==> src/rtl/tpu_host_seq_if.sv <==
// -----------------------------------------------------------------------------
// tpu_host_seq_if
//   Memory-mapped bus between the host-side sequencer and the TPU slave.
//   The TPU read data is combinational: it is valid in the same cycle as the
//   read address.
//
//   Signals:
//     r_w    1 = write, 0 = read (also 0 on every idle cycle)
//     addr   TPU byte address
//     wdata  write data to TPU dataIn
//     rdata  TPU dataOut
//
//   Modports:
//     master  sequencer side (drives r_w/addr/wdata, samples rdata)
//     slave   TPU side
// -----------------------------------------------------------------------------
interface tpu_host_seq_if #(
    parameter int DATAW = 64,
    parameter int ADDRW = 16
);
    logic             r_w;
    logic [ADDRW-1:0] addr;
    logic [DATAW-1:0] wdata;
    logic [DATAW-1:0] rdata;

    modport master (output r_w, output addr, output wdata, input rdata);
    modport slave  (input r_w, input addr, input wdata, output rdata);
endinterface

==> src/rtl/tpu_host_seq.sv <==
// -----------------------------------------------------------------------------
// tpu_host_seq
//   Host-side bus initiator for the TPU. A job loads DIM A rows, DIM B rows
//   and 2*DIM C half-rows (from the operand stream, or zeros when zero_c was
//   set with start), issues the MatMul command, idles WAIT_CYCLES cycles for
//   the array to drain, then reads all 2*DIM C words out on the result stream.
//
//   WAIT_CYCLES must be at least 3*DIM-2 so the array has settled before the
//   first C read.
//
//   Ports:
//     clk, rst_n          clock, asynchronous active-low reset
//     start, zero_c       job start pulse (ignored while busy); zero_c sampled
//                         with start selects zero-fill of C
//     in_valid/in_ready/in_data     operand stream (64-bit words)
//     out_valid/out_ready/out_data  result stream (four packed 16-bit C values)
//     bus                 TPU bus (master modport)
//     busy                high from the cycle after an accepted start until DONE
//     done                one-cycle pulse at job end
// -----------------------------------------------------------------------------
module tpu_host_seq #(
    parameter int DIM         = 8,
    parameter int DATAW       = 64,
    parameter int ADDRW       = 16,
    parameter int WAIT_CYCLES = 24
) (
    input  logic               clk,
    input  logic               rst_n,
    input  logic               start,
    input  logic               zero_c,
    input  logic               in_valid,
    output logic               in_ready,
    input  logic [DATAW-1:0]   in_data,
    output logic               out_valid,
    input  logic               out_ready,
    output logic [DATAW-1:0]   out_data,
    tpu_host_seq_if.master     bus,
    output logic               busy,
    output logic               done
);

    localparam int IDXW = $clog2(2 * DIM) + 1;
    localparam int WCW  = $clog2(WAIT_CYCLES + 1);

    localparam logic [ADDRW-1:0] A_BASE  = ADDRW'(16'h0100);
    localparam logic [ADDRW-1:0] B_BASE  = ADDRW'(16'h0200);
    localparam logic [ADDRW-1:0] C_BASE  = ADDRW'(16'h0300);
    localparam logic [ADDRW-1:0] MM_ADDR = ADDRW'(16'h0400);

    localparam logic [IDXW-1:0] LAST_AB   = IDXW'(DIM - 1);
    localparam logic [IDXW-1:0] LAST_C    = IDXW'(2 * DIM - 1);
    localparam logic [WCW-1:0]  LAST_WAIT = WCW'(WAIT_CYCLES - 1);

    typedef enum logic [2:0] {
        IDLE, LOAD_A, LOAD_B, LOAD_C, MATMUL, WAIT, READ_C, DONE
    } state_t;

    state_t           state, state_next;
    logic [IDXW-1:0]  idx;       // row/word counter, cleared on every state entry
    logic             zc;        // zero-fill C for the current job
    logic [WCW-1:0]   wait_cnt;
    logic             step;      // one word transferred this cycle

    // Words are 8 bytes apart. For C this equals base + 16*row + 8*half, so
    // the low half of a row (even idx) is always written before its high half.
    function automatic logic [ADDRW-1:0] word_addr(logic [ADDRW-1:0] base,
                                                   logic [IDXW-1:0]  i);
        return base + ADDRW'({i, 3'b000});
    endfunction

    // State register and job datapath
    // NOTE: sequential state uses non-blocking assignments so every register
    // samples pre-edge values regardless of block evaluation order.
    always_ff @(posedge clk or negedge rst_n) begin
        if (!rst_n) begin
            state    <= IDLE;
            idx      <= '0;
            zc       <= 1'b0;
            wait_cnt <= '0;
        end else begin
            state <= state_next;
            if (state == IDLE && start)
                zc <= zero_c;
            if (state_next != state)
                idx <= '0;
            else if (step)
                idx <= idx + 1'b1;
            if (state_next != state)
                wait_cnt <= '0;
            else if (state == WAIT)
                wait_cnt <= wait_cnt + 1'b1;
        end
    end

    // Next-state logic
    always_comb begin
        state_next = state;
        case (state)
            IDLE:    if (start) state_next = LOAD_A;
            LOAD_A:  if (step && idx == LAST_AB) state_next = LOAD_B;
            LOAD_B:  if (step && idx == LAST_AB) state_next = LOAD_C;
            LOAD_C:  if (step && idx == LAST_C) state_next = MATMUL;
            MATMUL:  state_next = WAIT;
            WAIT:    if (wait_cnt == LAST_WAIT) state_next = READ_C;
            READ_C:  if (step && idx == LAST_C) state_next = DONE;
            DONE:    state_next = IDLE;
            default: state_next = IDLE;
        endcase
    end

    // Output logic
    // NOTE: every output gets a default first; a path that leaves one
    // unassigned would infer a latch.
    always_comb begin
        in_ready  = 1'b0;
        out_valid = 1'b0;
        out_data  = '0;
        busy      = (state != IDLE) && (state != DONE);
        done      = (state == DONE);
        step      = 1'b0;
        bus.r_w   = 1'b0;
        bus.addr  = '0;
        bus.wdata = '0;
        case (state)
            LOAD_A, LOAD_B: begin
                in_ready = 1'b1;
                step     = in_valid;
                if (in_valid) begin
                    bus.r_w   = 1'b1;
                    bus.addr  = word_addr((state == LOAD_A) ? A_BASE : B_BASE, idx);
                    bus.wdata = in_data;
                end
            end
            LOAD_C: begin
                // Zero-fill writes one word per cycle and leaves the stream alone.
                in_ready = !zc;
                step     = zc || in_valid;
                if (step) begin
                    bus.r_w   = 1'b1;
                    bus.addr  = word_addr(C_BASE, idx);
                    bus.wdata = zc ? '0 : in_data;
                end
            end
            MATMUL: begin
                bus.r_w  = 1'b1;
                bus.addr = MM_ADDR;
            end
            READ_C: begin
                // Address holds while out_ready is low, so out_data holds too.
                out_valid = 1'b1;
                out_data  = bus.rdata;
                bus.addr  = word_addr(C_BASE, idx);
                step      = out_ready;
            end
            default: ;
        endcase
    end

endmodule

==> src/flat_wrapper.sv <==
// flat-port wrapper written by rule: the top's interface ports become plain ports
module tpu_host_seq_flat 
#(
    parameter int DIM         = 8,
    parameter int DATAW       = 64,
    parameter int ADDRW       = 16,
    parameter int WAIT_CYCLES = 24
)
  (clk, rst_n, start, zero_c, in_valid, in_ready, in_data, out_valid, out_ready, out_data, busy, done, bus_r_w, bus_addr, bus_wdata, bus_rdata);
  tpu_host_seq_if #(.DATAW(DATAW), .ADDRW(ADDRW)) bus_i ();
  input  logic clk;
  input  logic rst_n;
  input  logic start;
  input  logic zero_c;
  input  logic in_valid;
  output logic in_ready;
  input  logic [DATAW-1:0] in_data;
  output logic out_valid;
  input  logic out_ready;
  output logic [DATAW-1:0] out_data;
  output logic busy;
  output logic done;
  output wire logic [$bits(bus_i.r_w)-1:0] bus_r_w;
  output wire logic [$bits(bus_i.addr)-1:0] bus_addr;
  output wire logic [$bits(bus_i.wdata)-1:0] bus_wdata;
  input wire logic [$bits(bus_i.rdata)-1:0] bus_rdata;
  assign bus_r_w = bus_i.r_w;
  assign bus_addr = bus_i.addr;
  assign bus_wdata = bus_i.wdata;
  assign bus_i.rdata = bus_rdata;
  tpu_host_seq #(.DIM(DIM), .DATAW(DATAW), .ADDRW(ADDRW), .WAIT_CYCLES(WAIT_CYCLES)) u_core (.clk(clk), .rst_n(rst_n), .start(start), .zero_c(zero_c), .in_valid(in_valid), .in_ready(in_ready), .in_data(in_data), .out_valid(out_valid), .out_ready(out_ready), .out_data(out_data), .bus(bus_i), .busy(busy), .done(done));
endmodule
==> config.mk <==
export PLATFORM = sky130hd
export DESIGN_NAME = tpu_host_seq_flat
export DESIGN_NICKNAME = d
export VERILOG_FILES = /design/src/rtl/tpu_host_seq_if.sv /design/src/rtl/tpu_host_seq.sv /design/src/flat_wrapper.sv
export SDC_FILE = /design/constraint.sdc
export NUM_CORES = 1
export LEC_CHECK = 0
export ABC_CLOCK_PERIOD_IN_PS = 2200
export BUFFER_PORTS_ARGS = -buffer_cell sky130_fd_sc_hd__buf_2
export CAP_MARGIN = 15
export CORE_ASPECT_RATIO = 1.5
export CORE_MARGIN = 10
export CORE_UTILIZATION = 23
export CTS_BUF_LIST = sky130_fd_sc_hd__clkbuf_4 sky130_fd_sc_hd__clkbuf_8 sky130_fd_sc_hd__clkbuf_16
export DETAILED_ROUTE_END_ITERATION = 16
export PLACE_DENSITY = 0.61
export SLEW_MARGIN = 20
export SYNTH_ARGS = -nofsm -noshare
export SYNTH_HDL_FRONTEND = slang
export SYNTH_SLANG_ARGS = --single-unit
export TNS_END_PERCENT = 10
==> constraint.sdc <==
create_clock -name clk -period 2.2 [get_ports clk]
set_clock_uncertainty 0.05 [all_clocks]
set_input_delay 0.11 -clock clk [delete_from_list [all_inputs] [get_ports clk]]
set_output_delay 0.11 -clock clk [all_outputs]
set_load 0.005 [all_outputs]
==> impl_metrics.prom, run 1 <==
# TYPE chip_impl_metric gauge
chip_impl_metric{name="grt_pass1_wl",unit="mm"} 17.1
chip_impl_metric{name="final.hold.worst_slack",unit="ns"} 0.0529
chip_impl_metric{name="max-vdd-ir-drop",unit="V"} 0.000543
chip_impl_info{name="critical_path.reg2reg.endpoint",value="u_core.idx[4]"} 1
chip_impl_metric{name="cellLeakagePower",unit="nW"} 2.33
chip_impl_metric{name="cap_viol_max_count",unit=""} 0
chip_impl_metric{name="setup_viol",unit=""} 0
chip_impl_info{name="primary_ff_master_synth",value="sky130_fd_sc_hd__dfrtp_1"} 1
chip_impl_metric{name="worst-r2r-cell-count",unit=""} 7
chip_impl_metric{name="via_count_of_the_first_global_routing_pass",unit=""} 3031
chip_impl_metric{name="cts_inserted_buffers",unit=""} 3
chip_impl_metric{name="synth_top_area_share",unit="%"} 22.6
chip_impl_metric{name="floorplan_row_count",unit=""} 41
chip_impl_metric{name="finalCoreUtilization",unit="%"} 42.4
chip_impl_metric{name="placedInstanceArea",unit="sq mm"} 0.00341
chip_impl_metric{name="setup_tns",unit="ns"} 0
chip_impl_metric{name="timing.critical_path.slowest_cell_delay",unit="ns"} 0.54
chip_impl_metric{name="power_density",unit="mW/mm^2"} 540
chip_impl_metric{name="final_cell_count_no_fill",unit=""} 645
chip_impl_metric{name="drive_gt1_share",unit="%"} 56.1
chip_impl_metric{name="crit_fanout",unit=""} 65
chip_impl_metric{name="register_area",unit="sq um"} 350
chip_impl_metric{name="yosys_warnings",unit=""} 0
chip_impl_metric{name="postSynthRegisterBits",unit=""} 14
chip_impl_metric{name="cts.repair_timing.setup_buffer_count",unit=""} 0
chip_impl_info{name="path_cells",value="buf_4 > nor2_1 > a211oi_4 > buf_12 > and3_1 > buf_2"} 1
chip_impl_metric{name="report.final.slew_viol_count",unit=""} 0
chip_impl_info{name="hold-path-endpoint",value="u_core.zc"} 1
chip_impl_metric{name="io_pins",unit=""} 283
chip_impl_info{name="synthTopCellsByArea",value="sky130_fd_sc_hd__and2_1 (23%), sky130_fd_sc_hd__and3_1 (22%), sky130_fd_sc_hd__dfrtp_1 (18%)"} 1
chip_impl_metric{name="avgViaCountPerCell",unit=""} 4.61
chip_impl_info{name="status",value="complete, no violations"} 1
chip_impl_metric{name="synth_async_sr_flop_share",unit="%"} 100
chip_impl_metric{name="worstMarginPinSlew",unit="ns"} 0.563
chip_impl_metric{name="layout_worst_path_cycle_share",unit="%"} 94.9
chip_impl_metric{name="path_clk_slew",unit="ns"} 0.05
chip_impl_metric{name="yosysSeqAreaShare",unit="%"} 17.8
chip_impl_metric{name="cts_htree_levels",unit=""} 1
chip_impl_metric{name="final_hold_violation_count",unit=""} 0
chip_impl_metric{name="globalRoute.totalOverflow",unit=""} 0
chip_impl_metric{name="worst_slack",unit="ns"} 0.112
chip_impl_info{name="clock-root-buffer",value="sky130_fd_sc_hd__clkbuf_16"} 1
chip_impl_metric{name="ant_nets",unit=""} 0
chip_impl_metric{name="multiInputGateArea",unit="sq mm"} 0.00146
chip_impl_metric{name="largest_net_degree_at_the_start_of_global_routing",unit=""} 67
chip_impl_metric{name="clk-insertion-delay-late",unit="ns"} 0.24
chip_impl_metric{name="die_width",unit="um"} 95.5
chip_impl_metric{name="arrival",unit="ns"} 1.93
chip_impl_info{name="cts_tree",value="done"} 1
chip_impl_metric{name="antenna_found_initial",unit=""} 20
chip_impl_metric{name="drc",unit=""} 0
chip_impl_metric{name="routed_wirelength",unit="mm"} 12.3
chip_impl_metric{name="clock-sinks",unit=""} 14
chip_impl_metric{name="globalRouteTotalUtil",unit="%"} 17.0
chip_impl_metric{name="numPlacedInstances",unit=""} 631
chip_impl_metric{name="post_synth_inst_count",unit=""} 270
chip_impl_metric{name="route.vias.total",unit=""} 2975
chip_impl_info{name="max_stage_delay_cell_worst_path",value="sky130_fd_sc_hd__dfrtp_1"} 1
chip_impl_metric{name="post-route-min-period",unit="ns"} 2.09
chip_impl_metric{name="initial_core_util",unit="%"} 23.5
chip_impl_metric{name="cts.path.max_buffers",unit=""} 2
chip_impl_metric{name="placement.setup.worst_slack",unit="ns"} 0.0217
chip_impl_info{name="rr_startpoint",value="u_core.idx[0]"} 1
chip_impl_info{name="crit_path_end_kind",value="primary output"} 1
chip_impl_metric{name="dr.first_iter.drc_count",unit=""} 68
chip_impl_metric{name="yosys.cell_types.count",unit=""} 46
chip_impl_metric{name="dr.pass1.iters",unit=""} 4
chip_impl_metric{name="final_cell_area",unit="sq mm"} 0.00354
chip_impl_info{name="min_path_type",value="input port to register"} 1
chip_impl_metric{name="number_of_nets_in_the_final_layout",unit=""} 667
chip_impl_metric{name="post_drt_wl_per_cell",unit="um"} 19.1
chip_impl_metric{name="design.core.area",unit="sq mm"} 0.00836
chip_impl_metric{name="achievable-frequency",unit="MHz"} 479
chip_impl_metric{name="filler_cell_count",unit=""} 891
chip_impl_metric{name="crit_required",unit="ns"} 2.04
chip_impl_metric{name="fp.dieH",unit="um"} 133
chip_impl_metric{name="synthToLayoutAreaGrowth",unit="%"} 80.0
chip_impl_metric{name="rrSetupSlack",unit="ns"} 0.13
chip_impl_metric{name="post-layout-total-power",unit="mW"} 1.91
chip_impl_metric{name="synth_area_per_cell",unit="sq um"} 7.29
chip_impl_info{name="rsz0062_at_grt",value="false"} 1
chip_impl_info{name="worstHoldStart",value="zero_c"} 1
chip_impl_metric{name="syn_area",unit="sq mm"} 0.00197
chip_impl_metric{name="placement.io_buffers",unit=""} 274
chip_impl_metric{name="relative_slew_slack",unit="%"} 62.5
chip_impl_metric{name="dp.final_hpwl",unit="mm"} 10.8
chip_impl_metric{name="post_synth_edffs",unit=""} 0
chip_impl_info{name="synth_top_area_cell",value="sky130_fd_sc_hd__and2_1"} 1
chip_impl_info{name="startpoint_type",value="register"} 1
chip_impl_metric{name="design.die.area",unit="sq mm"} 0.0127
chip_impl_info{name="worst-setup-path-type",value="register to primary output"} 1
chip_impl_metric{name="whs_path_depth",unit=""} 2
chip_impl_metric{name="gp_congestion",unit=""} 0.929
state kept, by name, indices dropped and copies added (netlist names):
name	cells
u_core.state	3
u_core.idx	5
u_core.zc	1
u_core.wait_cnt	5
worst max-delay path, delay by kind of cell, from the launching register on:
kind / cells / cell delay, ns
buffers and inverters: 3 / 0.60
flip-flops: 1 / 0.54
AND/OR/NAND/NOR: 2 / 0.30
AO/OA/AOI/OAI: 1 / 0.25
report_power, final:
part / total (mW) / leakage, nW / switching (mW) / internal [mW]
clock: 0.381 / 0.0442 / 0.105 / 0.275
combinational: 1.13 / 2.11 / 0.580 / 0.551
sequential: 0.401 / 0.180 / 0.0812 / 0.319
total: 1.91 / 2.33 / 0.767 / 1.15
per-layer routing:
layer | global-route usage [%] | vias to the layer above | part of all wire, %
met2 | 29.1 | 197 | 46
met5 | 0 | - | 1.2
met3 | 16.3 | 26 | 21
met1 | 14.3 | 1285 | 31
li1 | - | 1445 | -
met4 | 1.56 | 22 | 0.53
cell usage in the layout (no fill, tap or decap), drive strengths merged, types with 4 or more instances in the layout:
cell type    n
a21oi        6
and2        71
and3        68
buf        283
clkbuf       4
conb         8
dfrtp       14
diode        9
nand2        8
nor2         6
nor3         8
o21ai        5
cell type report:
type / count / share of cell area [%]
timing repair buffer: 284 / 41.6
antenna: 9 / 0.636
sequential: 14 / 9.89
multi-input combinational: 223 / 41.2
inverter: 4 / 0.424
clock buffer: 4 / 2.51
tap: 107 / 3.78
kinds of logic after synthesis:
logic type	Yosys count	share of synthesized area, %
AND/OR/NAND/NOR	179	55.5
buffers and inverters	40	10.7
AO/OA/AOI/OAI	25	10.0
flip-flops	14	17.8
XOR/XNOR	5	2.23
adder cells (fa/ha/maj)	3	1.91
multiplexers	3	1.59
other	1	0.191
cell usage after synthesis (2+ instances only):
cell type                  number
sky130_fd_sc_hd__clkbuf_2       5
sky130_fd_sc_hd__and3_1        68
sky130_fd_sc_hd__xor2_1         3
sky130_fd_sc_hd__buf_6          2
sky130_fd_sc_hd__nor2_1         6
sky130_fd_sc_hd__a31oi_1        2
sky130_fd_sc_hd__nand3_1        2
sky130_fd_sc_hd__o21ai_0        5
sky130_fd_sc_hd__buf_2          5
sky130_fd_sc_hd__nand2_1        8
sky130_fd_sc_hd__nand4_1        3
sky130_fd_sc_hd__buf_4          9
sky130_fd_sc_hd__a21oi_1        5
sky130_fd_sc_hd__and2_1        71
sky130_fd_sc_hd__mux2i_1        2
sky130_fd_sc_hd__inv_1          3
sky130_fd_sc_hd__clkbuf_1      15
sky130_fd_sc_hd__ha_1           3
sky130_fd_sc_hd__nor3_1         8
sky130_fd_sc_hd__a211oi_1       2
sky130_fd_sc_hd__dfrtp_1       14
sky130_fd_sc_hd__nand2b_1       2
sky130_fd_sc_hd__or3_1          3
sky130_fd_sc_hd__xnor2_1        2
worst max path at each step:
stage,from,end,slack [ns],depth (start not counted)
finish,u_core.state[1],bus_wdata[7],0.11,6
floorplan,u_core.idx[0],u_core.idx[4],0.25,7
global placement,u_core.idx[0],u_core.wait_cnt[2],0.1,6
CTS,u_core.idx[0],u_core.wait_cnt[4],0.02,6
detailed placement,u_core.idx[0],u_core.wait_cnt[4],0.02,6
global route,u_core.state[1],bus_wdata[58],0.003,6
timing repair:
action,in CTS,in global routing
endpoints found under the setup margin,0,11
hold endpoints to repair,14,0
hold buffers,1,0
resized for setup,0,2
Note: power is estimated with default switching activity, not from simulation.
==> run 2, diff against run 1 <==
ABC_AREA = 1   (was default)
PLACE_DENSITY = 0.6   (was 0.61)
==> run 2 against run 1 <==
Compared with the run above:
- register-to-register slack improved by 0.15 ns
- via count rose by 1.7%
- routed wire length decreased by 12%
- total power up 3.4%
- sequential power is 5.2% lower
- die area rose by 3.4%
- sequential share of layout area is 0.14 points lower
- setup slack better by 0.051 ns
- combinational power up 8%
- critical path type unchanged
- flip-flop and latch count did not move
- synthesized cell count grew 46%
- final cell count rose by 20%
==> impl_metrics.prom, run 2 <==
# TYPE chip_impl_metric gauge
chip_impl_metric{name="power_density",unit="mW/mm^2"} 550
chip_impl_info{name="cts_tree",value="done"} 1
chip_impl_metric{name="pwr-share-clk",unit="%"} 19.2
chip_impl_metric{name="design.die.area",unit="sq mm"} 0.0132
chip_impl_metric{name="setup_tns",unit="ns"} 0
chip_impl_metric{name="met2RoutedLength",unit="mm"} 6.16
chip_impl_metric{name="post_drt_wl_per_cell",unit="um"} 14.1
chip_impl_info{name="rsz0062_at_grt",value="false"} 1
chip_impl_metric{name="report.final.slew_viol_count",unit=""} 0
chip_impl_metric{name="post_synth_inst_count",unit=""} 395
chip_impl_metric{name="synth_area_per_cell",unit="sq um"} 5.19
chip_impl_metric{name="antenna-diode-count",unit=""} 0
chip_impl_info{name="top_layer",value="met4"} 1
chip_impl_metric{name="design.core.area",unit="sq mm"} 0.00878
chip_impl_metric{name="synth_top_area_share",unit="%"} 26.2
chip_impl_metric{name="path_clk_slew",unit="ns"} 0.05
chip_impl_metric{name="post_synth_edffs",unit=""} 0
chip_impl_metric{name="dr.pass1.iters",unit=""} 4
chip_impl_metric{name="cap_viol_max_count",unit=""} 0
chip_impl_metric{name="gp_congestion",unit=""} 0.905
chip_impl_metric{name="antenna_found_initial",unit=""} 0
chip_impl_metric{name="part_of_the_power_in_combinational_logic",unit="%"} 61.6
chip_impl_info{name="synthTopCellsByArea",value="sky130_fd_sc_hd__inv_1 (26%), sky130_fd_sc_hd__nor2_1 (25%), sky130_fd_sc_hd__dfrtp_1 (17%)"} 1
chip_impl_metric{name="largest_net_degree_at_the_start_of_global_routing",unit=""} 65
chip_impl_metric{name="grt_pass1_wl",unit="mm"} 15.6
chip_impl_info{name="timing.critical_path.from",value="u_core.state[2]"} 1
chip_impl_metric{name="final_hold_violation_count",unit=""} 0
chip_impl_metric{name="clock-sinks",unit=""} 14
chip_impl_metric{name="clk-insertion-delay-late",unit="ns"} 0.24
chip_impl_info{name="largest_registers",value="u_core.idx (5), u_core.wait_cnt (5), u_core.state (3)"} 1
chip_impl_metric{name="synth_async_sr_flop_share",unit="%"} 100
chip_impl_metric{name="crit_required",unit="ns"} 2.04
chip_impl_metric{name="cts_inserted_buffers",unit=""} 3
chip_impl_metric{name="dr.first_iter.drc_count",unit=""} 71
chip_impl_metric{name="post-route-min-period",unit="ns"} 2.04
chip_impl_info{name="rr_startpoint",value="u_core.state[1]"} 1
chip_impl_info{name="synthTopCellsByCount",value="sky130_fd_sc_hd__inv_1 (143), sky130_fd_sc_hd__nor2_1 (138), sky130_fd_sc_hd__dfrtp_1 (14), sky130_fd_sc_hd__nand2_1 (14), sky130_fd_sc_hd__nor2_2 (13)"} 1
chip_impl_info{name="crit_path_end_kind",value="primary output"} 1
chip_impl_info{name="synth_top_area_cell",value="sky130_fd_sc_hd__inv_1"} 1
chip_impl_metric{name="achievable-frequency",unit="MHz"} 491
chip_impl_metric{name="io_pins",unit=""} 283
chip_impl_metric{name="placement.io_buffers",unit=""} 274
chip_impl_metric{name="wl_met3",unit="um"} 901
chip_impl_metric{name="drive_gt1_share",unit="%"} 46.7
chip_impl_metric{name="syn_area",unit="sq mm"} 0.00205
chip_impl_metric{name="dp.final_hpwl",unit="mm"} 9.74
chip_impl_metric{name="postSynthRegisterBits",unit=""} 14
chip_impl_metric{name="initial_core_util",unit="%"} 23.4
chip_impl_info{name="status",value="complete, no violations"} 1
chip_impl_metric{name="number_of_nets_in_the_final_layout",unit=""} 799
chip_impl_metric{name="p_switching",unit="uW"} 899
chip_impl_metric{name="floorplan_row_count",unit=""} 42
chip_impl_metric{name="drc",unit=""} 0
chip_impl_info{name="post-synth-top-count-cell",value="sky130_fd_sc_hd__inv_1"} 1
chip_impl_metric{name="globalRouteTotalUtil",unit="%"} 14.2
chip_impl_metric{name="synthToLayoutAreaGrowth",unit="%"} 75.2
chip_impl_metric{name="ant_nets",unit=""} 0
chip_impl_metric{name="yosys.cell_types.count",unit=""} 32
chip_impl_metric{name="route.vias.total",unit=""} 3025
chip_impl_info{name="primary_ff_master_synth",value="sky130_fd_sc_hd__dfrtp_1"} 1
chip_impl_info{name="startpoint_type",value="register"} 1
chip_impl_metric{name="setup_viol",unit=""} 0
chip_impl_metric{name="cts_htree_levels",unit=""} 1
chip_impl_info{name="layout.cells.most_common_list",value="sky130_fd_sc_hd__buf_2 (274), sky130_fd_sc_hd__inv_1 (143), sky130_fd_sc_hd__nor2_1 (138), sky130_fd_sc_hd__dfrtp_1 (14)"} 1
chip_impl_metric{name="cellLeakagePower",unit="nW"} 2.76
chip_impl_metric{name="fp.dieH",unit="um"} 136
chip_impl_info{name="clock-root-buffer",value="sky130_fd_sc_hd__clkbuf_16"} 1
chip_impl_metric{name="yosysSeqAreaShare",unit="%"} 17.1
chip_impl_metric{name="finalCoreUtilization",unit="%"} 40.9
chip_impl_metric{name="avgViaCountPerCell",unit=""} 3.92
chip_impl_metric{name="routed_wirelength",unit="mm"} 10.8
chip_impl_metric{name="die_width",unit="um"} 97.1
chip_impl_metric{name="via_count_of_the_first_global_routing_pass",unit=""} 2810
chip_impl_info{name="layout_commonest_cell",value="sky130_fd_sc_hd__buf_2"} 1
chip_impl_metric{name="routedLengthMet1",unit="mm"} 3.66
chip_impl_metric{name="cts.path.max_buffers",unit=""} 2
chip_impl_metric{name="swShare",unit="%"} 45.5
chip_impl_info{name="critical_path.endpoint",value="out_data[7]"} 1
chip_impl_metric{name="layout_worst_path_cycle_share",unit="%"} 92.6
chip_impl_metric{name="cellInternalPower",unit="mW"} 1.08
chip_impl_info{name="worst-setup-path-type",value="register to primary output"} 1
chip_impl_metric{name="worst-r2r-cell-count",unit=""} 11
chip_impl_info{name="critical_path.reg2reg.endpoint",value="u_core.wait_cnt[2]"} 1
chip_impl_metric{name="globalRoute.totalOverflow",unit=""} 0
chip_impl_metric{name="share_seq_of_total_power",unit="%"} 19.2
chip_impl_metric{name="arrival",unit="ns"} 1.88
chip_impl_info{name="min_path_type",value="input port to register"} 1
chip_impl_metric{name="max-vdd-ir-drop",unit="V"} 0.000511
chip_impl_metric{name="rrSetupSlack",unit="ns"} 0.28
chip_impl_metric{name="crit_fanout",unit=""} 46
chip_impl_metric{name="yosys_warnings",unit=""} 0
==> run 2: area by class of cell <==
type | count | area (sq um)
Fill cell | 973 | 5180
Timing Repair Buffer | 278 | 1420
Multi-Input combinational cell | 220 | 1050
Inverter | 145 | 544
Sequential cell | 14 | 350
Tap cell | 110 | 138
Clock buffer | 4 | 88.8
==> run 2: critical path: stages, from the launching register on <==
cell and delay (ns):
sky130_fd_sc_hd__dfrtp_1 0.46, sky130_fd_sc_hd__inv_1 0.26, sky130_fd_sc_hd__nor2_1 0.13, sky130_fd_sc_hd__inv_2 0.31
sky130_fd_sc_hd__buf_12 0.26, sky130_fd_sc_hd__nor2_1 0.06, sky130_fd_sc_hd__buf_2 0.13
==> run 2: cell families after synthesis <==
logic type               after synthesis  share of synthesized area [%]
buffers and inverters                168                           33.0
XOR/XNOR                               7                           2.99
AO/OA/AOI/OAI                         10                           3.05
AND/OR/NAND/NOR                      190                           40.8
adder cells (fa/ha/maj)                3                           1.83
multiplexers                           2                           1.04
flip-flops                            14                           17.1
other                                  1                          0.183
==> run 2: per-layer routing <==
layer  vias to the layer above  global-route usage, %
met1                      1285                   14.3
li1                       1583                      -
met5                         -                      0
met4                         0                   2.06
met3                        10                   3.88
met2                       147                   28.6
==> run 2: worst min path at each step <==
stage	from	to	depth (start not counted)
floorplan	rst_n	u_core.idx[0]	0
global placement	rst_n	u_core.zc	1
detailed placement	rst_n	u_core.zc	1
CTS	zero_c	u_core.zc	2
global route	zero_c	u_core.zc	2
finish	zero_c	u_core.zc	2
==> run 2: per-stage QoR <==
step / worst slack, ns / power [mW] / area (sq um) / hold WS, ns / cells
global route: 0.0330 / 2.14 / 3590 / 0.0673 / 771
CTS: 0.0912 / 2.00 / 3590 / 0.0547 / 771
global placement: 0.355 / 1.59 / 3490 / -0.0348 / 766
finish: 0.163 / 1.98 / 3590 / 0.0495 / 771
detailed placement: 0.294 / 1.62 / 3490 / -0.0239 / 766
floorplan: 0.519 / 1.10 / 2080 / -0.236 / 402
==> run 2: what timing repair did <==
action	in CTS	in global routing
hold buffers	1	0
hold endpoints to repair	14	0
resized for setup	0	1
setup endpoints to repair	0	39
setup buffers	0	0
==> run 2: power by group through the flow <==
stage                     clock network (mW)  registers, mW  logic (mW)
final                                  0.379          0.380        1.22
after global routing                   0.397          0.388        1.36
after CTS                              0.385          0.380        1.24
after detailed placement                   0          0.380        1.24
after global placement                     0          0.379        1.21
after floorplan                            0          0.359       0.737
==> run 3, diff against run 2 <==
==> constraint.sdc (replaced) <==
create_clock -name clk -period 2.2 [get_ports clk]
set_clock_uncertainty 0.05 [all_clocks]
set_input_delay 0.33 -clock clk [delete_from_list [all_inputs] [get_ports clk]]
set_output_delay 0.33 -clock clk [all_outputs]
set_load 0.005 [all_outputs]
==> run 3 against run 2 <==
Compared with the run above:
- critical path type unchanged
- utilization rose by 0.34 points
- largest cell class unchanged
- critical endpoint is now bus_addr[8]
- final area is 0.84% higher
- highest routed layer is now met5
- sequential share of layout area is essentially flat
==> impl_metrics.prom, run 3 (same netlist as run 2, synthesis figures left out) <==
# TYPE chip_impl_metric gauge
chip_impl_metric{name="whs_path_depth",unit=""} 2
chip_impl_info{name="cts_tree",value="done"} 1
chip_impl_info{name="critical_path.reg2reg.endpoint",value="u_core.idx[0]"} 1
chip_impl_metric{name="path_buf_inv",unit=""} 4
chip_impl_metric{name="worst-r2r-cell-count",unit=""} 11
chip_impl_metric{name="cts_inserted_buffers",unit=""} 3
chip_impl_metric{name="rrSetupSlack",unit="ns"} 0.28
chip_impl_metric{name="via_count_of_the_first_global_routing_pass",unit=""} 2773
chip_impl_metric{name="final_cell_area",unit="sq mm"} 0.00362
chip_impl_metric{name="largest_net_degree_at_the_start_of_global_routing",unit=""} 67
chip_impl_metric{name="design.core.area",unit="sq mm"} 0.00878
chip_impl_metric{name="globalRouteTotalUtil",unit="%"} 14.4
chip_impl_metric{name="globalRoute.totalOverflow",unit=""} 0
chip_impl_metric{name="power_density",unit="mW/mm^2"} 560
chip_impl_info{name="worst-setup-path-type",value="register to primary output"} 1
chip_impl_metric{name="cts_htree_levels",unit=""} 1
chip_impl_metric{name="post-route-min-period",unit="ns"} 2.08
chip_impl_metric{name="clock-sinks",unit=""} 14
chip_impl_metric{name="wl_met3",unit="um"} 977
chip_impl_info{name="kind_of_cell_adding_the_most_delay_to_the_critical_path",value="buffers and inverters"} 1
chip_impl_metric{name="routed_wirelength",unit="mm"} 10.9
chip_impl_metric{name="initial_core_util",unit="%"} 23.4
chip_impl_metric{name="cellLeakagePower",unit="nW"} 2.76
chip_impl_metric{name="route.vias.total",unit=""} 3032
chip_impl_info{name="min_path_type",value="input port to register"} 1
chip_impl_metric{name="io_pins",unit=""} 283
chip_impl_metric{name="clk-insertion-delay-late",unit="ns"} 0.25
chip_impl_info{name="top_layer",value="met5"} 1
chip_impl_metric{name="placement.io_buffers",unit=""} 274
chip_impl_metric{name="numPlacedInstances",unit=""} 766
chip_impl_metric{name="number_of_nets_in_the_final_layout",unit=""} 800
chip_impl_metric{name="crit_required",unit="ns"} 1.82
chip_impl_info{name="layout_commonest_cell",value="sky130_fd_sc_hd__buf_2"} 1
chip_impl_metric{name="setup_tns",unit="ns"} 0
chip_impl_metric{name="cts.path.max_buffers",unit=""} 2
chip_impl_info{name="largest_registers",value="u_core.idx (5), u_core.wait_cnt (5), u_core.state (3)"} 1
chip_impl_metric{name="cap_viol_max_count",unit=""} 0
chip_impl_metric{name="report.final.slew_viol_count",unit=""} 0
chip_impl_metric{name="met2RoutedLength",unit="mm"} 5.97
chip_impl_metric{name="placedInstanceArea",unit="sq mm"} 0.00350
chip_impl_info{name="layout.cells.most_common_list",value="sky130_fd_sc_hd__buf_2 (274), sky130_fd_sc_hd__inv_1 (143), sky130_fd_sc_hd__nor2_1 (136), sky130_fd_sc_hd__nor2_2 (15), sky130_fd_sc_hd__nand2_1 (13)"} 1
chip_impl_metric{name="design.die.area",unit="sq mm"} 0.0132
chip_impl_metric{name="ant_nets",unit=""} 0
chip_impl_metric{name="gp_congestion",unit=""} 0.904
chip_impl_info{name="clock-root-buffer",value="sky130_fd_sc_hd__clkbuf_16"} 1
chip_impl_metric{name="arrival",unit="ns"} 1.70
chip_impl_metric{name="finalCoreUtilization",unit="%"} 41.3
chip_impl_metric{name="crit_fanout",unit=""} 66
chip_impl_metric{name="timing.critical_path.slowest_cell_delay",unit="ns"} 0.44
chip_impl_metric{name="layout_worst_path_cycle_share",unit="%"} 94.3
chip_impl_metric{name="routedLengthMet1",unit="mm"} 3.66
chip_impl_metric{name="die_width",unit="um"} 97.1
chip_impl_metric{name="fp.dieH",unit="um"} 136
chip_impl_info{name="startpoint_type",value="register"} 1
chip_impl_metric{name="dr.first_iter.drc_count",unit=""} 60
chip_impl_metric{name="floorplan_row_count",unit=""} 42
chip_impl_metric{name="grt_pass1_wl",unit="mm"} 15.6
chip_impl_metric{name="setup_viol",unit=""} 0
chip_impl_info{name="crit_path_end_kind",value="primary output"} 1
chip_impl_metric{name="final_cell_count_no_fill",unit=""} 773
chip_impl_info{name="status",value="complete, no violations"} 1
chip_impl_info{name="path_cells",value="inv_2 > nand2_1 > nor2_2 > inv_2 > buf_12 > o211ai_1 > buf_2"} 1
chip_impl_info{name="worstHoldStart",value="zero_c"} 1
chip_impl_metric{name="dp.final_hpwl",unit="mm"} 9.67
chip_impl_metric{name="drc",unit=""} 0
chip_impl_info{name="rsz0062_at_grt",value="false"} 1
chip_impl_metric{name="post-layout-total-power",unit="mW"} 2.03
chip_impl_metric{name="dr.pass1.iters",unit=""} 6
chip_impl_metric{name="avgViaCountPerCell",unit=""} 3.92
chip_impl_metric{name="path_clk_slew",unit="ns"} 0.05
chip_impl_info{name="max_stage_delay_cell_worst_path",value="sky130_fd_sc_hd__dfrtp_2"} 1
chip_impl_metric{name="achievable-frequency",unit="MHz"} 482
chip_impl_metric{name="synthToLayoutAreaGrowth",unit="%"} 76.7
chip_impl_metric{name="antenna_found_initial",unit=""} 2
chip_impl_info{name="hold-path-endpoint",value="u_core.zc"} 1
chip_impl_info{name="crit_path_frequent_cell",value="sky130_fd_sc_hd__inv_2"} 1
chip_impl_metric{name="max-vdd-ir-drop",unit="V"} 0.000781
chip_impl_metric{name="post_drt_wl_per_cell",unit="um"} 14.1
chip_impl_metric{name="final_hold_violation_count",unit=""} 0
chip_impl_info{name="rr_startpoint",value="u_core.state[1]"} 1
chip_impl_metric{name="drive_gt1_share",unit="%"} 47.6
-- run 3: stage by stage --
stage	setup slack (ns)	hold slack, ns
global route	0.0103	0.271
floorplan	0.403	-0.0156
CTS	0.0126	0.267
detailed placement	0.209	0.205
finish	0.125	0.268
global placement	0.233	0.198
-- run 3: layer usage --
metal | vias up | global-route usage [%]
li1 | 1587 | -
met1 | 1280 | 13.9
met2 | 143 | 27.6
met3 | 20 | 4.90
met4 | 2 | 4.69
met5 | - | 0
-- run 3: where the power goes --
| part | switching [mW] | internal [mW] | total, mW |
|---|---|---|---|
| Clock | 0.109 | 0.276 | 0.385 |
| Combinational | 0.750 | 0.517 | 1.27 |
| Sequential | 0.0603 | 0.317 | 0.377 |
-- run 3: worst max-delay path by stage --
stage               cells past startpoint             from      endpoint  slack, ns
finish                                  7  u_core.state[0]   bus_addr[8]       0.12
global route                            7  u_core.state[0]   bus_addr[8]       0.01
global placement                        8  u_core.state[1]  bus_wdata[0]       0.23
floorplan                               8  u_core.state[1]  bus_wdata[0]       0.40
CTS                                     7  u_core.state[0]   bus_addr[8]       0.01
detailed placement                      8  u_core.state[1]  bus_wdata[0]       0.21
-- run 3: repair_timing --
item | in CTS | in global routing
hold endpoints to repair | 14 | 0
endpoints found under the setup margin | 64 | 130
pin swaps | 0 | 1
gates cloned | 0 | 0
hold buffers | 1 | 0
buffers inserted | 0 | 1
gates resized for setup | 1 | 4
-- run 3: final cells by class --
type                            instances  area, sq um
Antenna cell                            1         2.50
Multi-Input combinational cell        220         1060
Sequential cell                        14          353
Clock buffer                            4         88.8
Tap cell                              110          138
Inverter                              145          544
Fill cell                             964         5150
Timing Repair Buffer                  279         1440
